**src/rtl/conv_scan_ctrl.sv**
```systemverilog
// Raster-scan sequencer for the convolution front end: counts accepted pixels,
// drives the line-buffer shift and presents each completed KxK window origin.
module conv_scan_ctrl #(
  parameter int unsigned IMG_W = 32,
  parameter int unsigned IMG_H = 32,
  parameter int unsigned K     = 5,
  parameter int unsigned CW    = $clog2(IMG_W),
  parameter int unsigned RW    = $clog2(IMG_H)
) (
  input  logic          clk,
  input  logic          rst_n,
  input  logic          start,
  input  logic          abort,
  input  logic          in_valid,
  output logic          in_ready,
  output logic          shift_en,
  output logic          win_valid,
  input  logic          out_ready,
  output logic [RW-1:0] win_row,
  output logic [CW-1:0] win_col,
  output logic [15:0]   win_cnt,
  output logic          busy,
  output logic          done
);

  localparam logic [CW-1:0] COL_LAST = CW'(IMG_W - 1);
  localparam logic [RW-1:0] ROW_LAST = RW'(IMG_H - 1);
  localparam logic [CW-1:0] COL_KM1  = CW'(K - 1);
  localparam logic [RW-1:0] ROW_KM1  = RW'(K - 1);

  typedef enum logic [1:0] {
    S_IDLE  = 2'd0,
    S_RUN   = 2'd1,
    S_FLUSH = 2'd2,
    S_DONE  = 2'd3
  } state_t;

  state_t        state_q, state_d;
  logic [RW-1:0] row_q;
  logic [CW-1:0] col_q;
  logic          in_fire;
  logic          slot_take;
  logic          col_last;
  logic          last_px;
  logic          px_qual;

  assign in_fire   = in_valid & in_ready;
  assign shift_en  = in_fire;
  assign slot_take = win_valid & out_ready;
  assign col_last  = (col_q == COL_LAST);
  assign last_px   = col_last && (row_q == ROW_LAST);
  assign px_qual   = (row_q >= ROW_KM1) && (col_q >= COL_KM1);

  // State register
  always_ff @(posedge clk or negedge rst_n) begin
    if (!rst_n) begin
      state_q <= S_IDLE;
    end else begin
      state_q <= state_d;
    end
  end

  // Next-state logic; abort overrides every transition
  always_comb begin
    state_d = state_q;
    if (abort) begin
      state_d = S_IDLE;
    end else begin
      case (state_q)
        S_IDLE:  if (start) state_d = S_RUN;
        S_RUN:   if (in_fire && last_px) state_d = S_FLUSH;
        S_FLUSH: if (!win_valid || out_ready) state_d = S_DONE;
        S_DONE:  state_d = S_IDLE;
        default: state_d = S_IDLE;
      endcase
    end
  end

  // Output decode; the output slot is one deep, so a stalled window blocks input
  always_comb begin
    in_ready = 1'b0;
    busy     = 1'b0;
    done     = 1'b0;
    case (state_q)
      S_RUN: begin
        in_ready = ~win_valid | out_ready;
        busy     = 1'b1;
      end
      S_FLUSH: busy = 1'b1;
      S_DONE:  done = 1'b1;
      default: ;
    endcase
  end

  // Scan counters, window slot and consumed-window count
  always_ff @(posedge clk or negedge rst_n) begin
    if (!rst_n) begin
      row_q     <= '0;
      col_q     <= '0;
      win_valid <= 1'b0;
      win_row   <= '0;
      win_col   <= '0;
      win_cnt   <= '0;
    end else if (abort) begin
      row_q     <= '0;
      col_q     <= '0;
      win_valid <= 1'b0;
      win_row   <= '0;
      win_col   <= '0;
      win_cnt   <= '0;
    end else if (state_q == S_IDLE) begin
      if (start) begin
        row_q   <= '0;
        col_q   <= '0;
        win_cnt <= '0;
      end
    end else if (state_q == S_RUN || state_q == S_FLUSH) begin
      if (slot_take) begin
        win_cnt <= win_cnt + 16'd1;
      end
      if (in_fire && px_qual) begin
        win_valid <= 1'b1;
        win_row   <= row_q - ROW_KM1;
        win_col   <= col_q - COL_KM1;
      end else if (slot_take) begin
        win_valid <= 1'b0;
      end
      if (in_fire) begin
        if (col_last) begin
          col_q <= '0;
          row_q <= last_px ? '0 : row_q + RW'(1);
        end else begin
          col_q <= col_q + CW'(1);
        end
      end
    end
  end

endmodule
```
**config.mk**
```make
export PLATFORM = sky130hd
export DESIGN_NAME = conv_scan_ctrl
export DESIGN_NICKNAME = d
export VERILOG_FILES = /design/src/rtl/conv_scan_ctrl.sv
export SDC_FILE = /design/constraint.sdc
export NUM_CORES = 1
export LEC_CHECK = 0
export BUFFER_PORTS_ARGS = -buffer_cell sky130_fd_sc_hd__buf_2
export CAP_MARGIN = 20
export CORE_MARGIN = 8
export CORE_UTILIZATION = 56
export CTS_CLUSTER_DIAMETER = 50
export DETAILED_ROUTE_END_ITERATION = 10
export PLACE_DENSITY = 0.79
export SYNTH_ARGS = -nofsm -noshare
export SYNTH_HDL_FRONTEND = slang
export SYNTH_SLANG_ARGS = --single-unit
```
**constraint.sdc**
```tcl
create_clock -name clk -period 2.4 [get_ports clk]
set_clock_uncertainty 0.1 [all_clocks]
set_input_delay 0.48 -clock clk [delete_from_list [all_inputs] [get_ports clk]]
set_output_delay 0.48 -clock clk [all_outputs]
set_load 0.1 [all_outputs]
```
Word level (Yosys, flattened, before mapping)
Index checks and enable logic that the tools add are counted.
{"block": "totals", "elab_cells": 87, "reg_bits": 39, "ramBits": 0, "latch_bits": 0, "romBits": 0, "memories": 0}
{"block": "classes", "mux": 38, "n_eq_ne": 9, "n_addsub": 5, "n_bitwise": 4, "multipliers": 0, "n_div": 0, "n_lt_le_gt_ge": 2, "n_shift": 0, "n_reduce_logical": 22}
{"operator": "two-way mux 5 bit", "count": 20}
{"operator": "two-way mux 16 bit", "count": 5}
{"operator": "adder 16 x 1 -> 16 bit, second input constant", "count": 1}
{"operator": "AND reduction 3 bit", "count": 5}
{"operator": "nonzero test 3 bit", "count": 5}
{"operator": "adder 5 x 1 -> 5 bit, second input constant", "count": 2}
{"operator": "== test 5 bit, second input constant", "count": 2}
{"operator": "greater-or-equal comparator 5 x 3 -> 1 bit, second input constant", "count": 2}
{"operator": "subtractor 5 x 3 -> 5 bit, second input constant", "count": 2}
{"operator": "inequality test 3 bit, second input constant", "count": 3}
{"operator": "two-way mux 1 bit", "count": 8}
{"operator": "two-way mux 2 bit", "count": 4}
{"operator": "one-hot mux 2 bit (4 select lines)", "count": 1}
{"operator": "== test 2 bit, second input constant", "count": 2}
{"operator": "logical AND 1 bit", "count": 4}
{"operator": "AND reduction 4 bit", "count": 1}
{"operator": "nonzero test 2 bit", "count": 2}
{"operator": "bitwise AND 1 bit", "count": 2}
{"operator": "== test 2 x 1 -> 1 bit, second input constant", "count": 1}
{"operator": "logical NOT 2 bit", "count": 1}
{"operator": "logical OR 1 bit", "count": 2}
{"operator": "inequality test 2 bit, second input constant", "count": 1}
{"operator": "OR reduction 2 bit", "count": 1}
{"operator": "logical NOT 1 bit", "count": 1}
{"operator": "other kinds (2)", "count": 2}

Depth between registers and ports, before layout
{"block": "logic_depth", "depth_word": 9, "ltp_mapped": 8, "ltp_nobuf": 7}

Least setup slack after synthesis
Ideal clock, no wire load.
{"block": "synth_timing", "path_kind": "flip-flop to flip-flop", "from": "register state_q[0]", "to": "register win_cnt[15]", "setup_ns": 0.078, "path_buffers": 0, "path_stages_with_launch": 7, "slack_ns": -0.278, "t_arrival_ns": 2.500, "path_cell_list": "dfrtp_1 -> inv_1 -> ha_1 -> nand4b_4 -> a21o_1 -> or4_1 -> a21oi_1"}
{"block": "synth_via", "elab_chain_cells": 4, "elab_cells_between_ends": 10, "cone_classes": "eq/ne (3); mux (2); reduce/logical (5)"}
{"element": "start, declared", "line_no": "38", "rtl": "state_t state_q, state_d;"}
{"element": "start signal, assigned", "line_no": "59", "rtl": "state_q <= state_d;"}
{"element": "== test 2 x 1 -> 1 bit / == test 2 bit (equally long branches)", "line_no": "117", "rtl": "end else if (state_q == S_RUN || state_q == S_FLUSH) begin"}
{"element": "logical OR 1 bit", "line_no": "117"}
{"element": "nonzero test 3 bit (no line)"}
{"element": "AND reduction 3 bit (no line)"}
{"element": "end signal, assigned", "line_no": "119", "rtl": "win_cnt <= win_cnt + 16'd1;"}
{"element": "end, declared", "line_no": "21", "rtl": "output logic [15:0] win_cnt,"}
Several ways; a longest one is shown, not always the timed one.
A chain may end at the register's enable or synchronous reset.

Worst setup path after layout
{"block": "layout_timing", "from": "register state_q[1]", "to": "output port busy"}
{"block": "layout_via", "elab_chain_cells": 3, "elab_cells_between_ends": 4, "cone_classes": "eq/ne (2); mux (1); reduce/logical (1)"}
{"element": "== test 2 x 1 -> 1 bit / == test 2 bit (equally long branches)", "line_no": "84", "rtl": "case (state_q)"}
{"element": "OR reduction 2 bit (no line) *"}
{"element": "two-way mux 1 bit *", "line_no": "84"}
{"element": "end, declared", "line_no": "22", "rtl": "output logic busy,"}
Mark *: on every way between the ends. The rest lies on a longest branch, timed or not.

==> impl_metrics.ini <==
[status]
status = complete, no violations

[min_path]
hold_path_class = in -> async

[die]
row_count = 23
start_util = 0.584
die-area_sq_mm = 0.00650
fp.dieW_microns = 80.6
core_area_sq_mm = 0.00400
die_h_microns = 80.6
ios = 37

[yosys]
synth.largest_area_cell = dfrtp_1
yosysWarnings = 0
synth_fp_nets = 277
synth_area_leaders = dfrtp_1 (42%), ha_1 (9.1%), o21ai_0 (4.9%)
ys_seq_area_frac = 0.418
synth_cell_types = 47
ys_seq_elements = 39
synth_edf_count = 0
syn_avg_cell_area_sq_um = 9.20
synth_top_area_share = 0.418
syn_area_sq_mm = 0.00234
synthFlopType = dfrtp_1
netlist_instances = 254
synthArstFlopShare = 1.00

[drt]
drcViolationCount = 0
drt_first_pass_iters = 4
drtAntennaViolNets = 0
drt-total-wl_microns = 5160
avgRoutedWirePerCell_microns = 15.0
dr.first_iter.drc_count = 94
vias = 2009
routed_via_density = 5.84

[finish]
diodes = 0
synthToLayoutAreaGrowth_pct = 16.2
nFillCells = 337
fin_nets = 316
drive_above_1_share = 0.218
fin_area_sq_mm = 0.00272

[cts]
cts_setup_buffers = 0
cts_hold_buf = 0
clock_latency_ns = 0.29
cts_tree = yes
cts.htree.levels = 2
cts_max_path_buffers = 2
cts_buffers = 5
clockRootBuffer = clkbuf_8
cts_resized = 0
cts_num_sinks = 39
path_clk_slew_ns = 0.08

[power]
ir_drop_uv = 914
p_leak_nw = 1.27
power_density_mw_per_mm2 = 787

[global_routing]
grt_max_degree = 40
antenna_found_initial = 0
grt_first_pass_wirelength_microns = 8830
grt_pass1_vias = 1884
globalRoute.totalOverflow = 0
grtUsageTotal = 0.169

[setup_path]
crit_path_end_kind = primary output
critPathKind = reg -> out
worst_ep_required_time_ns = 1.82
startpoint_type = register
critical_path.max_fanout = 8
arrival_ns = 1.66

[sta]
hold_ws_ns = 0.0447
slew_viol_final = 0
tightest_slew_ns = 0.617
report.final.hold_viol_count = 0
fin_crit_ns = 2.24
fin_ws_ns = 0.157
fmax_ghz = 0.446
setup_viol = 0
rsz0062_at_grt = false
fin_crit_sh = 0.934
max_slew_margin = 0.585

[placement]
dp_hpwl_microns = 3800
dp_slack_ns = 0.239
portBuffers = 36
post_dp_cell_area_sq_mm = 0.00264
place_congestion = 0.864

[run]
drv_cap = 0
area by class of cell:
cell class | instances | area [sq um] | area share
clock buffer | 7 | 76.3 | 0.0281
sequential | 39 | 978 | 0.360
inverter | 15 | 56.3 | 0.0207
tap | 50 | 62.6 | 0.0230
clock inverter | 1 | 5.00 | 0.00184
multi-input combinational | 189 | 1260 | 0.465
timing repair buffer | 43 | 275 | 0.101
metrics by stage:
stage	TNS (ns)	cells	utilization	total power, mW
after global routing	0	344	0.679	2.25
after detailed placement	0	336	0.659	1.72
after floorplan	-0.00604	254	-	1.49
after CTS	0	344	0.679	2.15
after global placement	0	336	0.659	1.70
final	0	344	0.679	2.14
power by group:
group          total [mW]  switching, mW  internal, mW
registers           0.771         0.0638         0.707
clock network       0.431          0.227         0.204
logic               0.935          0.658         0.277
total                2.14          0.948          1.19
routing by layer:
| metal | track usage | part of all wire |
|---|---|---|
| met5 | 0 | 0 |
| met4 | 0.0509 | 0.0085 |
| met3 | 0.0424 | 0.043 |
| met2 | 0.268 | 0.48 |
| met1 | 0.219 | 0.47 |
cell usage after synthesis, drive strengths merged (4+ instances only):
library cell / count
dfrtp: 39
ha: 17
clkbuf: 8
inv: 15
nand2: 16
a21oi: 19
or4: 4
nand3: 20
xnor2: 6
nand2b: 4
o31ai: 7
and2: 6
a211oi: 5
o21ai: 23
nor2: 15
or2: 4
logic make-up (layout without fill, tap and decap cells):
logic type               count (synthesis)  in the layout  synth area share
AND/OR/NAND/NOR                         88             88             0.208
AO/OA/AOI/OAI                           76             76             0.207
flip-flops                              39             39             0.418
buffers and inverters                   26             66            0.0444
adder cells (fa/ha/maj)                 17             17            0.0910
XOR/XNOR                                 6              6            0.0225
multiplexers                             2              2           0.00910
worst paths after layout:
| kind | from | endpoint | slack, ns | cells after the start |
|---|---|---|---|---|
| min | rst_n | win_row[1]$_DFFE_PN0P_ | 0.04 | 2 |
| min reg2reg | win_cnt[0]$_DFFE_PN0P_ | win_cnt[0]$_DFFE_PN0P_ | 0.43 | 1 |
| min in group clk | win_cnt[0]$_DFFE_PN0P_ | win_cnt[0]$_DFFE_PN0P_ | 0.43 | 1 |
| max | state_q[1]$_DFFE_PN0P_ | busy | 0.16 | 3 |
| max reg2reg | col_q[2]$_DFFE_PN0P_ | row_q[3]$_DFFE_PN0P_ | 0.22 | 6 |
| max in group asynchronous | rst_n | win_cnt[0]$_DFFE_PN0P_ | 1.94 | 2 |
worst max-delay path, cell delays in order, from the launching register on:
cell	delay (ns)
dfrtp_1	0.40
inv_1	0.09
ha_2	0.43
buf_2	0.46
flip-flops by register name (all words and copies together) (netlist names):
| name | count |
|---|---|
| col_q | 5 |
| row_q | 5 |
| state_q | 2 |
| win_cnt | 16 |
| win_col | 5 |
| win_row | 5 |
| win_valid | 1 |
cell usage in the layout (no fill, tap or decap), types with 5 or more instances in the layout:
cell type,synthesis,final
nand3_1,20,20
a21oi_1,19,19
clkbuf_8,0,5
nor2_1,15,15
dfrtp_1,39,37
buf_2,2,34
nand2_1,16,16
buf_4,1,6
o21ai_0,23,23
o31ai_1,7,7
xnor2_1,6,6
ha_1,17,16
inv_1,15,15
(Power assumes the default switching activity.)
